### src/rtl/alu_drv_pkg.sv
// +--------------------------------------------------------------------------+
// | Module   : alu_drv_pkg                                                   |
// | Desc     : Opcodes, FSM state encoding and FIFO entry width for the      |
// |            ALU command driver. Entry width depends on ALU_DRV_CHAIN_EN.  |
// | Revision : 1.0                                                           |
// +--------------------------------------------------------------------------+
`default_nettype none

package alu_drv_pkg;

    localparam logic [2:0] OP_ADD = 3'b000;
    localparam logic [2:0] OP_SUB = 3'b001;
    localparam logic [2:0] OP_AND = 3'b010;
    localparam logic [2:0] OP_OR  = 3'b011;
    localparam logic [2:0] OP_XOR = 3'b100;
    localparam logic [2:0] OP_SHL = 3'b101;
    localparam logic [2:0] OP_SHR = 3'b110;
    localparam logic [2:0] OP_SLT = 3'b111;

    typedef enum logic [1:0] {
        ST_IDLE  = 2'd0,
        ST_DRIVE = 2'd1,
        ST_HOLD  = 2'd2
    } state_t;

    // Entry layout, MSB first: [chain,] op[2:0], a[7:0], b[7:0]
`ifdef ALU_DRV_CHAIN_EN
    localparam int C_ENTRY_W = 20;
`else
    localparam int C_ENTRY_W = 19;
`endif

endpackage

`default_nettype wire

### src/rtl/alu_drv_fifo.sv
// +--------------------------------------------------------------------------+
// | Module   : alu_drv_fifo                                                  |
// | Desc     : Synchronous FIFO with full/empty flags and first-word         |
// |            fall-through read port.                                       |
// | Revision : 1.0                                                           |
// +--------------------------------------------------------------------------+
`default_nettype none

module alu_drv_fifo #(
    parameter int DEPTH = 4,
    parameter int WIDTH = 19
) (
    input  logic             clk,
    input  logic             rst_n,
    input  logic             i_push,
    input  logic             i_pop,
    input  logic [WIDTH-1:0] i_din,
    output logic [WIDTH-1:0] o_dout,
    output logic             o_full,
    output logic             o_empty
);

    localparam int AW = $clog2(DEPTH);

    logic [WIDTH-1:0] r_mem [DEPTH];
    logic [AW:0]      r_wr_ptr;
    logic [AW:0]      r_rd_ptr;

    // Extra pointer MSB distinguishes full from empty when the indices match.
    always_ff @(posedge clk or negedge rst_n) begin
        if (!rst_n) begin
            r_wr_ptr <= '0;
            r_rd_ptr <= '0;
        end else begin
            if (i_push) r_wr_ptr <= r_wr_ptr + (AW+1)'(1);
            if (i_pop)  r_rd_ptr <= r_rd_ptr + (AW+1)'(1);
        end
    end

    always_ff @(posedge clk) begin
        if (i_push) r_mem[r_wr_ptr[AW-1:0]] <= i_din;
    end

    assign o_dout  = r_mem[r_rd_ptr[AW-1:0]];
    assign o_empty = (r_wr_ptr == r_rd_ptr);
    assign o_full  = (r_wr_ptr[AW] != r_rd_ptr[AW]) &&
                     (r_wr_ptr[AW-1:0] == r_rd_ptr[AW-1:0]);

endmodule

`default_nettype wire

### src/rtl/alu_cmd_driver.sv
// +--------------------------------------------------------------------------+
// | Module   : alu_cmd_driver                                                |
// | Desc     : Queues ALU commands, drives registered operands, returns      |
// |            results as backpressured responses. Macro: ALU_DRV_CHAIN_EN.  |
// | Revision : 1.0                                                           |
// +--------------------------------------------------------------------------+
`default_nettype none

module alu_cmd_driver
    import alu_drv_pkg::*;
#(
    parameter int DEPTH = 4,
    parameter int CNT_W = 8
) (
    input  logic             clk,
    input  logic             rst_n,
    input  logic             cmd_valid,
    output logic             cmd_ready,
    input  logic [2:0]       cmd_op,
    input  logic [7:0]       cmd_a,
    input  logic [7:0]       cmd_b,
    input  logic             cmd_chain,
    output logic [7:0]       alu_a,
    output logic [7:0]       alu_b,
    output logic [2:0]       alu_op,
    input  logic [7:0]       alu_result,
    input  logic             alu_zero,
    input  logic             alu_overflow,
    output logic             rsp_valid,
    input  logic             rsp_ready,
    output logic [7:0]       rsp_result,
    output logic             rsp_zero,
    output logic             rsp_overflow,
    output logic [2:0]       rsp_op,
    output logic [CNT_W-1:0] ovf_count,
    output logic             busy
);

    state_t                 r_state;
    state_t                 w_state_nxt;
    logic                   w_push;
    logic                   w_pop;
    logic                   w_capture;
    logic                   w_rsp_hs;
    logic                   w_full;
    logic                   w_empty;
    logic [C_ENTRY_W-1:0]   w_push_data;
    logic [C_ENTRY_W-1:0]   w_head;
    logic [7:0]             r_alu_a;
    logic [7:0]             r_alu_b;
    logic [2:0]             r_alu_op;
    logic                   r_rsp_valid;
    logic [7:0]             r_rsp_result;
    logic                   r_rsp_zero;
    logic                   r_rsp_overflow;
    logic [2:0]             r_rsp_op;
    logic [CNT_W-1:0]       r_ovf_count;

`ifdef ALU_DRV_CHAIN_EN
    logic [7:0] r_last;
    assign w_push_data = {cmd_chain, cmd_op, cmd_a, cmd_b};
`else
    logic w_unused_chain;
    assign w_unused_chain = cmd_chain;
    assign w_push_data    = {cmd_op, cmd_a, cmd_b};
`endif

    assign w_push = cmd_valid && !w_full;

    alu_drv_fifo #(
        .DEPTH (DEPTH),
        .WIDTH (C_ENTRY_W)
    ) u_fifo (
        .clk     (clk),
        .rst_n   (rst_n),
        .i_push  (w_push),
        .i_pop   (w_pop),
        .i_din   (w_push_data),
        .o_dout  (w_head),
        .o_full  (w_full),
        .o_empty (w_empty)
    );

    always_ff @(posedge clk or negedge rst_n) begin
        if (!rst_n) r_state <= ST_IDLE;
        else        r_state <= w_state_nxt;
    end

    always_comb begin
        w_state_nxt = r_state;
        case (r_state)
            ST_IDLE:  if (!w_empty) w_state_nxt = ST_DRIVE;
            ST_DRIVE: w_state_nxt = ST_HOLD;
            ST_HOLD:  if (rsp_ready) w_state_nxt = w_empty ? ST_IDLE : ST_DRIVE;
            default:  w_state_nxt = ST_IDLE;
        endcase
    end

    // rsp_valid is always set in HOLD, so rsp_ready alone marks the handshake.
    always_comb begin
        w_pop     = 1'b0;
        w_capture = 1'b0;
        w_rsp_hs  = 1'b0;
        case (r_state)
            ST_IDLE:  w_pop = !w_empty;
            ST_DRIVE: w_capture = 1'b1;
            ST_HOLD: begin
                w_rsp_hs = rsp_ready;
                w_pop    = rsp_ready && !w_empty;
            end
            default: ;
        endcase
    end

    always_ff @(posedge clk or negedge rst_n) begin
        if (!rst_n) begin
            r_alu_a  <= '0;
            r_alu_b  <= '0;
            r_alu_op <= '0;
        end else if (w_pop) begin
            r_alu_op <= w_head[18:16];
            r_alu_b  <= w_head[7:0];
`ifdef ALU_DRV_CHAIN_EN
            r_alu_a  <= w_head[19] ? r_last : w_head[15:8];
`else
            r_alu_a  <= w_head[15:8];
`endif
        end
    end

    always_ff @(posedge clk or negedge rst_n) begin
        if (!rst_n) begin
            r_rsp_valid    <= 1'b0;
            r_rsp_result   <= '0;
            r_rsp_zero     <= 1'b0;
            r_rsp_overflow <= 1'b0;
            r_rsp_op       <= '0;
        end else if (w_capture) begin
            r_rsp_valid    <= 1'b1;
            r_rsp_result   <= alu_result;
            r_rsp_zero     <= alu_zero;
            r_rsp_overflow <= alu_overflow;
            r_rsp_op       <= r_alu_op;
        end else if (w_rsp_hs) begin
            r_rsp_valid    <= 1'b0;
        end
    end

`ifdef ALU_DRV_CHAIN_EN
    always_ff @(posedge clk or negedge rst_n) begin
        if (!rst_n)         r_last <= '0;
        else if (w_capture) r_last <= alu_result;
    end
`endif

    always_ff @(posedge clk or negedge rst_n) begin
        if (!rst_n) begin
            r_ovf_count <= '0;
        end else if (w_rsp_hs && r_rsp_overflow && (r_ovf_count != {CNT_W{1'b1}})) begin
            r_ovf_count <= r_ovf_count + CNT_W'(1);
        end
    end

    assign cmd_ready    = !w_full;
    assign alu_a        = r_alu_a;
    assign alu_b        = r_alu_b;
    assign alu_op       = r_alu_op;
    assign rsp_valid    = r_rsp_valid;
    assign rsp_result   = r_rsp_result;
    assign rsp_zero     = r_rsp_zero;
    assign rsp_overflow = r_rsp_overflow;
    assign rsp_op       = r_rsp_op;
    assign ovf_count    = r_ovf_count;
    assign busy         = !w_empty || (r_state != ST_IDLE);

endmodule

`default_nettype wire

### config.mk
export PLATFORM = sky130hd
export DESIGN_NAME = alu_cmd_driver
export DESIGN_NICKNAME = d
export VERILOG_FILES = /design/src/rtl/alu_drv_pkg.sv /design/src/rtl/alu_drv_fifo.sv /design/src/rtl/alu_cmd_driver.sv
export SDC_FILE = /design/constraint.sdc
export NUM_CORES = 1
export LEC_CHECK = 0
export ABC_CLOCK_PERIOD_IN_PS = 1910
export CORE_AREA = 2 2 130 132
export DETAILED_ROUTE_END_ITERATION = 12
export DIE_AREA = 0 0 132 134
export GPL_ROUTABILITY_DRIVEN = 0
export GPL_TIMING_DRIVEN = 0
export PLACE_DENSITY_LB_ADDON = 0.1
export SYNTH_ARGS = -nofsm -noshare
export SYNTH_HDL_FRONTEND = slang
export SYNTH_SLANG_ARGS = --single-unit
### constraint.sdc
create_clock -name clk -period 1.91 [get_ports clk]
set_clock_uncertainty 0.05 [all_clocks]
set_input_delay 0.2865 -clock clk [delete_from_list [all_inputs] [get_ports clk]]
set_output_delay 0.2865 -clock clk [all_outputs]
set_load 0.03 [all_outputs]
==> impl_metrics.env <==
export IMPL_synth_async_reset_ratio_pct=39.2
export IMPL_place_worst_setup_slack_ns=-0.233
export IMPL_die_width_um=132
export IMPL_die_area_mm2=0.0177
export IMPL_routed_via_density=4.30
export IMPL_antenna_violating_nets_post_route=0
export IMPL_max_freq_ghz=0.545
export IMPL_setup_violations_final=0
export IMPL_ratio_of_cells_with_drive_above_1_in_the_final_layout_pct=30.6
export IMPL_cts_buffers=17
export IMPL_timing_critical_path_to_type="flip-flop"
export IMPL_critical_path_top_delay_family="flip-flops"
export IMPL_cells_taking_the_most_area_after_synthesis="sky130_fd_sc_hd__edfxtp_1 (48%), sky130_fd_sc_hd__dfrtp_1 (26%), sky130_fd_sc_hd__mux4_2 (8.9%)"
export IMPL_drt_initial_drc_count=91
export IMPL_cts_htree_levels=4
export IMPL_ios=77
export IMPL_clock_slew_at_the_register_clock_pins_of_the_worst_setup_and_hold_paths_ns=0.05
export IMPL_r2r_setup_slack_ns=0.08
export IMPL_number_of_antenna_violations_at_the_first_check_in_global_routing=0
export IMPL_wire_length_of_the_first_global_routing_pass_um=15000
export IMPL_post_route_util_pct=40.1
export IMPL_synth_flop_cell="sky130_fd_sc_hd__edfxtp_1"
export IMPL_post_synth_instance_area_mm2=0.00479
export IMPL_drt_drc_violations_left=0
export IMPL_timing_final_max_slew_violations=0
export IMPL_core_rowCount=47
export IMPL_synth_distinct_cells=25
export IMPL_hold_path_end="rsp_result[5]$_DFFE_PN0P_"
export IMPL_fp_dieH_um=134
export IMPL_cts_root_buffer="sky130_fd_sc_hd__clkbuf_16"
export IMPL_timing_setup_critical_path_class="reg -> reg"
export IMPL_tightestPinTransition_ns=0.798
export IMPL_synth_avg_cell_area_um2=19.8
export IMPL_detail_route_wirelength_um=9550
export IMPL_detailroute_via_count=2490
export IMPL_final_clock_period_utilization_by_the_worst_path_pct=96.0
export IMPL_r2r_worst_path_cells=5
export IMPL_timing_hold_worst_class="in -> reg"
export IMPL_timing_hold_worst_path_depth=2
export IMPL_grt_use_total_pct=11.7
export IMPL_cts_sinks=125
export IMPL_grt_pass1_vias=2676
export IMPL_synth_net_count=282
export IMPL_synth_most_common_cell="sky130_fd_sc_hd__edfxtp_1"
export IMPL_worstPathMaxFanout=10
export IMPL_wl_per_cell_um=16.5
export IMPL_total_leakage_power_nw=2.46
export IMPL_crit_reg2reg_launch="u_fifo.r_wr_ptr[0]$_DFFE_PN0P_"
export IMPL_number_of_synthesized_flops_with_an_enable_pin=76
export IMPL_ys_seq_elements=125
export IMPL_layout_area_overhead_vs_synth_pct=36.3
export IMPL_clock_latency_on_the_worst_skew_pair_ns=0.41
export IMPL_floorplan_initialDensity_pct=29.4
export IMPL_n_fill_cell=1510
export IMPL_worst_endpoint_required_ns=2.15
export IMPL_cells_along_the_critical_path="xnor2_2 > a311oi_4 > buf_4 > buf_6 > mux2_2"
export IMPL_report_final_hold_viol_count=0
export IMPL_num_antenna_cells=0
export IMPL_finish_net_count=386
export IMPL_port_buffer_count=75
export IMPL_cts_tree="yes"
export IMPL_netlist_top_cell_by_area="sky130_fd_sc_hd__edfxtp_1"
export IMPL_arrival_ns=2.08
export IMPL_finish_cell_count_without_fillers=579
export IMPL_place_detailed_hpwl_um=5750
export IMPL_number_of_detailed_route_iterations_in_the_first_pass=4
export IMPL_worstReg2RegEnd="alu_b[6]$_DFFE_PN0P_"
export IMPL_synth_seq_area_share_pct=73.3
export IMPL_cpPeakStageDelay_ns=0.45
export IMPL_timing_hold_worst_start="alu_result[5]"
export IMPL_powerDensity_mw_per_mm2=1850
export IMPL_grt_max_degree=32
export IMPL_crit_path_top_delay_cell="sky130_fd_sc_hd__dfrtp_2"
export IMPL_run_status="finished, final reports clean"
export IMPL_critPathBufInv=2
export IMPL_cts_path_max_buffers=2
export IMPL_maximum_ir_drop_on_the_vdd_rail_v=0.000738
export IMPL_grt_overflow_total=0
export IMPL_synth_largest_type_area_fraction_pct=47.7
export IMPL_dp_cells=538
export IMPL_final_min_clock_period_ns=1.83
export IMPL_worst_setup_margin_ns=0.0763
export IMPL_core_area_mm2=0.0163
export IMPL_synthesis_yosys_warnings=0
export IMPL_nature_of_the_critical_path_startpoint="flip-flop"
export IMPL_cap_violations=0
export IMPL_synth_common_cells="sky130_fd_sc_hd__edfxtp_1 (76), sky130_fd_sc_hd__dfrtp_1 (49), sky130_fd_sc_hd__mux2_2 (37)"
export IMPL_timing_max_slew_rel_slack_pct=46.8
export IMPL_synthesis_instances=242
-- how the worst max path moves through the flow --
| stage | startpoint | end | slack [ns] | cells past startpoint |
|---|---|---|---|---|
| after floorplan | u_fifo.r_rd_ptr[1]$_DFFE_PN0P_ | u_fifo.r_mem[0][0]$_DFFE_PP_ | -0.03 | 3 |
| after CTS | u_fifo.r_rd_ptr[2]$_DFFE_PN0P_ | u_fifo.r_mem[1][15]$_DFFE_PP_ | -0.09 | 3 |
| after detailed placement | rsp_ready | alu_a[4]$_DFFE_PN0P_ | -0.23 | 5 |
| after global routing | u_fifo.r_wr_ptr[0]$_DFFE_PN0P_ | alu_b[6]$_DFFE_PN0P_ | -0.01 | 5 |
| after global placement | rst_n | alu_b[1]$_DFFE_PN0P_ | -1.34 | 1 |
| final | u_fifo.r_wr_ptr[0]$_DFFE_PN0P_ | alu_b[6]$_DFFE_PN0P_ | 0.08 | 5 |
-- registers in the layout, summed over array words and instances (netlist names) --
signal	flops
rsp_valid	1
ovf_count	8
alu_b	8
rsp_overflow	1
rsp_zero	1
rsp_op	3
alu_op	3
r_state	2
u_fifo.r_rd_ptr	3
u_fifo.r_wr_ptr	3
rsp_result	8
u_fifo.r_mem	76
alu_a	8
-- routing by layer --
layer / GRT usage, % / share of wire [%]
met5: 0 / 0
met4: 6.52 / 1.0
met3: 3.55 / 4.1
met2: 18.9 / 50
met1: 14.0 / 45
-- cell type report --
| class | instances | area (um^2) | share of cell area [%] |
|---|---|---|---|
| plain buffers | 7 | 50.0 | 0.767 |
| well taps | 220 | 275 | 4.22 |
| repair buffers | 85 | 840 | 12.9 |
| inverters | 4 | 15.0 | 0.230 |
| flip-flops and latches | 125 | 3510 | 53.8 |
| multi-input cells | 106 | 1270 | 19.4 |
| clock buffers | 23 | 448 | 6.86 |
| clock inverters | 9 | 121 | 1.86 |
-- what timing repair did --
item | 4_1_cts | 5_1_grt
gates resized for setup | 17 | 10
hold buffers | 1 | 0
pin swaps | 1 | 4
cloned | 0 | 1
endpoints found under the hold margin | 30 | 0
setup endpoints to repair | 66 | 52
setup buffers | 0 | 7
-- cells in the final DEF, fill, tap and decap left out, types with 3 or more instances in the layout --
cell,netlist,final
sky130_fd_sc_hd__edfxtp_1,76,76
sky130_fd_sc_hd__clkdlybuf4s50_1,0,67
sky130_fd_sc_hd__dfrtp_1,49,48
sky130_fd_sc_hd__mux2_2,37,37
sky130_fd_sc_hd__mux4_2,19,19
sky130_fd_sc_hd__clkbuf_16,0,17
sky130_fd_sc_hd__nand2_1,7,7
sky130_fd_sc_hd__buf_4,0,7
sky130_fd_sc_hd__xnor2_1,9,6
sky130_fd_sc_hd__buf_2,3,6
sky130_fd_sc_hd__ha_1,6,6
sky130_fd_sc_hd__clkbuf_1,2,6
sky130_fd_sc_hd__inv_1,4,4
sky130_fd_sc_hd__and3_4,0,4
sky130_fd_sc_hd__clkinv_2,0,4
sky130_fd_sc_hd__dlymetal6s2s_1,0,4
sky130_fd_sc_hd__xnor2_2,0,3
sky130_fd_sc_hd__nor2_1,3,3
sky130_fd_sc_hd__xor2_1,3,3
sky130_fd_sc_hd__bufinv_16,0,3
-- through the flow --
stage	TNS (ns)	instance area, um^2	hold slack (ns)	power [W]
finish	0	6530	0.440	0.0120
floorplan	-1.80	4800	-0.0591	0.00717
global route	-0.0403	6530	0.432	0.0127
detailed placement	-13.60	5850	0.391	0.00883
global placement	-79.02	5820	0.425	0.00877
CTS	-1.78	6440	0.421	0.0120
-- kinds of logic (layout without fill, tap and decap cells) --
family | count (synthesis) | count (layout) | synth area share [%]
adders and majority gates | 6 | 6 | 1.57
DFF | 125 | 125 | 73.3
xor gates and xnor gates | 12 | 12 | 2.20
and+or+nand+nor | 27 | 27 | 3.06
AOI/OAI and AO/OA | 5 | 5 | 1.02
buffers and inverters | 11 | 128 | 1.25
muxes | 56 | 56 | 17.6
-- report_power, final --
group	switching, W	leakage [nW]	internal [W]	total, W
sequential	0.000450	1.28	0.00381	0.00426
clock	0.00109	0.276	0.00203	0.00312
combinational	0.00234	0.897	0.00232	0.00466
total	0.00388	2.46	0.00816	0.0120
Power figures use the tool's default switching activity.
